File: src/rtl/uart_tx_if.sv
// Byte handshake between a producer and the UART transmitter holding register.
// The producer offers data with in_valid; the transmitter accepts when in_ready is high.
interface uart_tx_if;
  logic       in_valid;
  logic [7:0] data;
  logic       in_ready;

  modport master (output in_valid, output data, input in_ready);
  modport slave  (input in_valid, input data, output in_ready);
endinterface

File: src/rtl/uart_tx.sv
// UART transmitter: a one-byte holding register feeds a shifter, and TX is sent LSB first.
// Defining UART_TX_PARITY_EN adds an even-parity bit between the data and stop bits.
module uart_tx #(
  parameter int OVERSAMPLE = 16,
  parameter int STOP_BITS  = 1
) (
  input  logic       clk,
  input  logic       reset,
  input  logic       enable,
  uart_tx_if.slave   bus,
  output logic       TX,
  output logic       busy
);

  localparam int CNT_W = $clog2(OVERSAMPLE);
  localparam logic [CNT_W-1:0] CNT_LAST  = CNT_W'(OVERSAMPLE - 1);
  localparam logic [2:0]       STOP_LAST = 3'(STOP_BITS - 1);

`ifdef UART_TX_PARITY_EN
  typedef enum logic [2:0] {IDLE, START, DATA, PARITY, STOP} state_t;
`else
  typedef enum logic [1:0] {IDLE, START, DATA, STOP} state_t;
`endif

  state_t           state, state_d;
  logic [CNT_W-1:0] cnt, cnt_d;
  logic [2:0]       idx, idx_d;
  logic [7:0]       shifter, shifter_d;
  logic [7:0]       hold, hold_d;
  logic             hold_valid, hold_valid_d;
  logic             tx_d;
  logic             load;
  logic             bit_end;
`ifdef UART_TX_PARITY_EN
  logic             parity, parity_d;
`endif

  assign bus.in_ready = ~hold_valid;
  assign bit_end      = (cnt == CNT_LAST);

  always_ff @(posedge clk) begin
    if (reset) begin
      state      <= IDLE;
      cnt        <= '0;
      idx        <= '0;
      shifter    <= '0;
      hold       <= '0;
      hold_valid <= 1'b0;
      TX         <= 1'b1;
      busy       <= 1'b0;
`ifdef UART_TX_PARITY_EN
      parity     <= 1'b0;
`endif
    end else begin
      state      <= state_d;
      cnt        <= cnt_d;
      idx        <= idx_d;
      shifter    <= shifter_d;
      hold       <= hold_d;
      hold_valid <= hold_valid_d;
      TX         <= tx_d;
      busy       <= (state_d != IDLE);
`ifdef UART_TX_PARITY_EN
      parity     <= parity_d;
`endif
    end
  end

  always_comb begin
    state_d      = state;
    cnt_d        = cnt;
    idx_d        = idx;
    shifter_d    = shifter;
    hold_d       = hold;
    hold_valid_d = hold_valid;
    load         = 1'b0;
    tx_d         = 1'b1;
`ifdef UART_TX_PARITY_EN
    parity_d     = parity;
`endif

    case (state)
      IDLE: begin
        cnt_d = '0;
        idx_d = '0;
        load  = hold_valid & enable;
      end
      START: begin
        if (bit_end) begin
          cnt_d   = '0;
          state_d = DATA;
        end else begin
          cnt_d = cnt + 1'b1;
        end
      end
      DATA: begin
        if (bit_end) begin
          cnt_d     = '0;
          shifter_d = {1'b0, shifter[7:1]};
          if (idx == 3'd7) begin
            idx_d = '0;
`ifdef UART_TX_PARITY_EN
            state_d = PARITY;
`else
            state_d = STOP;
`endif
          end else begin
            idx_d = idx + 1'b1;
          end
        end else begin
          cnt_d = cnt + 1'b1;
        end
      end
`ifdef UART_TX_PARITY_EN
      PARITY: begin
        if (bit_end) begin
          cnt_d   = '0;
          state_d = STOP;
        end else begin
          cnt_d = cnt + 1'b1;
        end
      end
`endif
      STOP: begin
        if (bit_end) begin
          cnt_d = '0;
          if (idx == STOP_LAST) begin
            idx_d   = '0;
            state_d = IDLE;
            load    = hold_valid & enable;
          end else begin
            idx_d = idx + 1'b1;
          end
        end else begin
          cnt_d = cnt + 1'b1;
        end
      end
      default: state_d = IDLE;
    endcase

    // Loading the shifter overrides the return to IDLE so back-to-back frames have no gap.
    if (load) begin
      shifter_d    = hold;
      hold_valid_d = 1'b0;
      state_d      = START;
      cnt_d        = '0;
      idx_d        = '0;
`ifdef UART_TX_PARITY_EN
      parity_d     = ^hold;
`endif
    end

    if (bus.in_valid && !hold_valid) begin
      hold_d       = bus.data;
      hold_valid_d = 1'b1;
    end

    // TX is registered, so it is derived from where the FSM will be after this edge.
    case (state_d)
      START:   tx_d = 1'b0;
      DATA:    tx_d = shifter_d[0];
`ifdef UART_TX_PARITY_EN
      PARITY:  tx_d = parity_d;
`endif
      default: tx_d = 1'b1;
    endcase
  end

endmodule

File: src/flat_wrapper.sv
// flat-port wrapper written by rule: the top's interface ports become plain ports
module uart_tx_flat 
#(
  parameter int OVERSAMPLE = 16,
  parameter int STOP_BITS  = 1
)
  (clk, reset, enable, TX, busy, bus_in_valid, bus_data, bus_in_ready);
  uart_tx_if bus_i ();
  input  logic clk;
  input  logic reset;
  input  logic enable;
  output logic TX;
  output logic busy;
  input wire logic [$bits(bus_i.in_valid)-1:0] bus_in_valid;
  input wire logic [$bits(bus_i.data)-1:0] bus_data;
  output wire logic [$bits(bus_i.in_ready)-1:0] bus_in_ready;
  assign bus_i.in_valid = bus_in_valid;
  assign bus_i.data = bus_data;
  assign bus_in_ready = bus_i.in_ready;
  uart_tx #(.OVERSAMPLE(OVERSAMPLE), .STOP_BITS(STOP_BITS)) u_core (.clk(clk), .reset(reset), .enable(enable), .bus(bus_i), .TX(TX), .busy(busy));
endmodule
File: config.mk
export PLATFORM = sky130hd
export DESIGN_NAME = uart_tx_flat
export DESIGN_NICKNAME = d
export VERILOG_FILES = /design/src/rtl/uart_tx_if.sv /design/src/rtl/uart_tx.sv /design/src/flat_wrapper.sv
export SDC_FILE = /design/constraint.sdc
export NUM_CORES = 1
export LEC_CHECK = 0
export CORE_AREA = 2 2 66 68
export CTS_BUF_LIST = sky130_fd_sc_hd__clkbuf_16
export DETAILED_ROUTE_END_ITERATION = 10
export DIE_AREA = 0 0 68 70
export PLACE_DENSITY_LB_ADDON = 0.2
export SLEW_MARGIN = 25
export SYNTH_ARGS = -nofsm -noshare
export SYNTH_HDL_FRONTEND = slang
export SYNTH_SLANG_ARGS = --single-unit
File: constraint.sdc
create_clock -name clk -period 3.75 [get_ports clk]
set_clock_uncertainty 0.1 [all_clocks]
set_input_delay 1.125 -clock clk [delete_from_list [all_inputs] [get_ports clk]]
set_output_delay 1.125 -clock clk [all_outputs]
set_load 0.1 [all_outputs]
==> metrics.txt <==
die width=68 µm; number of DRC markers in iteration 0=30; Avg Inst Size Synth=9.56 µm²; Setup WS post-layout=1190 ps; worst IR drop on VDD=0.238 mV; Antenna diodes=0; Slew Limit Fails=0; reg2reg end=u_core.shifter[5]; most area-consuming cells after synthesis=dfxtp_1 39%, ha_1 7.9%, mux2i_1 7.0%, a311oi_2 6.3%, nor2_1 5.8%; Detailed Routing Iterations Pass 1=4; Reg2Reg Depth=6; Post-CTS Setup Repair Bufs=0; achievable clock frequency=391 MHz; final setup violation count=0; Total Power=0.000708 W; Routed Antenna Nets=0; Seq/Total Area, Yosys=39.4%; vias per inst=5.03; total of warnings raised by yosys=0; slew margin rel.=46.2%; Setup Slack @ Placement=921 ps; Post-Syn Area=1420 µm²; Netlist cell types=35; Tot GR Track Use=12.5%; boundary pin count=15; top fanout value on the critical path=15; Placed Area=1550 µm²; dpl hpwl=1.93 mm; Clock Sink Count=28; RR Startpoint=u_core.cnt[0]; WP data required=3750 ps; layout cells sized above 1=12.5%; Crit path arrival time=2560 ps; CTS Hold Bufs=0; crit path launch=enable; number of buffers created by CTS=3; DR WL/cell=12.5 µm; port bufs=14; most instantiated library cell after synthesis=dfxtp_1; DRC viols=0; top_reg_cell synth=dfxtp_1; Final Hold Viols=0; ratio of final minimum period to clock period=68.2%; Max Cap Viol=0; vias in the first global route=1111; asr flop ratio synth=0%; Power Density=427 nW/µm²; fin crit period=2560 ps; clk_lat worst skew=260 ps; Layout area overhead=16.3%; reg2reg setup slack=1320 ps; Die Y=70 µm; #FFs+latches synth=28; # rows=24; Bufs on Longest Clock Path=2; RSZ-0062 raised after global routing=no; Max H-tree Level=1; Post-layout nets=182; CTS tree=built; Mapped Nets=170; Mapped Cells=149; total wire length=2.65 mm; Root Driver=clkbuf_16; core area=4140 µm²; initial antenna violation count=0; critical path class=input pin to register; Final Cell Area=1660 µm²; largest area contributor in the synthesized netlist=dfxtp_1; Post-synth top cells=28 x dfxtp_1, 22 x nor2_1, 10 x mux2i_1; critical path startpoint category=input pin; die area=4760 µm²; Least-Margin Pin Slew=796 ps; Lkg Pwr=0.639 nW; CP endpoint=u_core.shifter[5]; CTS clock-pin slew for the worst setup and hold paths=70 ps; first-pass GRT wire length=4.75 mm; GR Overflow Total=0; Vias=1067; status=completed; setup total negative slack=0 ps; CTS resizes=0; largest net degree at the start of global routing=29; worst hold path type=register to register; Post-synth EDFFs=0; Starting Density=34.4%; Critical Path Sink Type=register; RD Place Congestion=0.766; post-synth top area share=39.4%; post-route core utilization=40.0%
[cell type report]
type	instances	area [µm²]
Fill cell	415	2490
Multi-Input combinational cell	106	756
Sequential cell	28	561
Timing Repair Buffer	16	148
Clock buffer	3	75.1
Tap cell	52	65.1
Clock inverter	1	30.0
Inverter	6	22.5
[placed cells by master, fill, tap and decap left out, drive strengths merged]
cell / instances
o32ai: 1
mux2i: 10
a21o: 1
buf: 5
or4: 1
nor2b: 4
nor4: 3
nand3: 9
o21ai: 3
xor2: 1
and3: 1
nor3: 7
xnor2: 1
dfxtp: 28
a41oi: 1
nor2: 22
a21oi: 6
bufinv: 1
inv: 6
clkdlybuf4s50: 11
nand2: 10
mux2: 2
nand2b: 1
or3: 2
nor4b: 1
ha: 9
a2111oi: 1
a311oi: 6
a211oi: 1
or2: 1
clkbuf: 3
o311ai: 1
[sequential cells by signal, summed over array words and instances (netlist names)]
register	cells
u_core.hold	8
u_core.shifter	8
u_core.cnt	4
u_core.idx	3
u_core.state	2
u_core.TX	1
u_core.busy	1
u_core.hold_valid	1
[worst max-delay path, stage by stage]
cell	delay [ps]
clkdlybuf4s50_1	460
nand2_1	70
or3_1	590
nor2_1	240
a311oi_2	70
[through the flow]
stage / cells / hold slack, ps
global placement: 208 / 344
floorplan: 149 / 328
global route: 212 / 392
detailed placement: 208 / 349
finish: 212 / 362
CTS: 212 / 367
[how the worst min path moves through the flow]
stage                   start                end  cells after the start
3_3_place_gp    u_core.cnt[0]      u_core.cnt[0]                      1
2_1_floorplan   u_core.cnt[0]      u_core.cnt[0]                      1
6_report        u_core.cnt[0]      u_core.cnt[0]                      1
4_1_cts         u_core.cnt[0]      u_core.cnt[0]                      1
3_5_place_dp   u_core.hold[7]  u_core.shifter[7]                      2
5_1_grt        u_core.hold[7]  u_core.shifter[7]                      2
[power breakdown]
group	switching [W]	leakage [nW]	internal, W
Combinational	0.0000427	0.360	0.0000322
Clock	0.000103	0.0511	0.000212
Sequential	0.00000729	0.228	0.000310
[cells by family after synthesis]
| family | share of synthesized area, % |
|---|---|
| simple gates | 21.0 |
| fa+ha+maj | 7.91 |
| buf+inv | 7.56 |
| xor+xnor | 1.23 |
| flops | 39.4 |
| mux | 8.61 |
| compound gates | 14.3 |
[per-layer routing]
layer  global-route usage, %  wire length (µm)  vias up
li1                        -                 -      546
met3                    2.90                63        4
met5                       0                 0        -
met1                    15.9              1260      504
met4                    4.00                40        0
met2                    20.6              1290       13
Note: power is estimated with default switching activity, not from simulation.
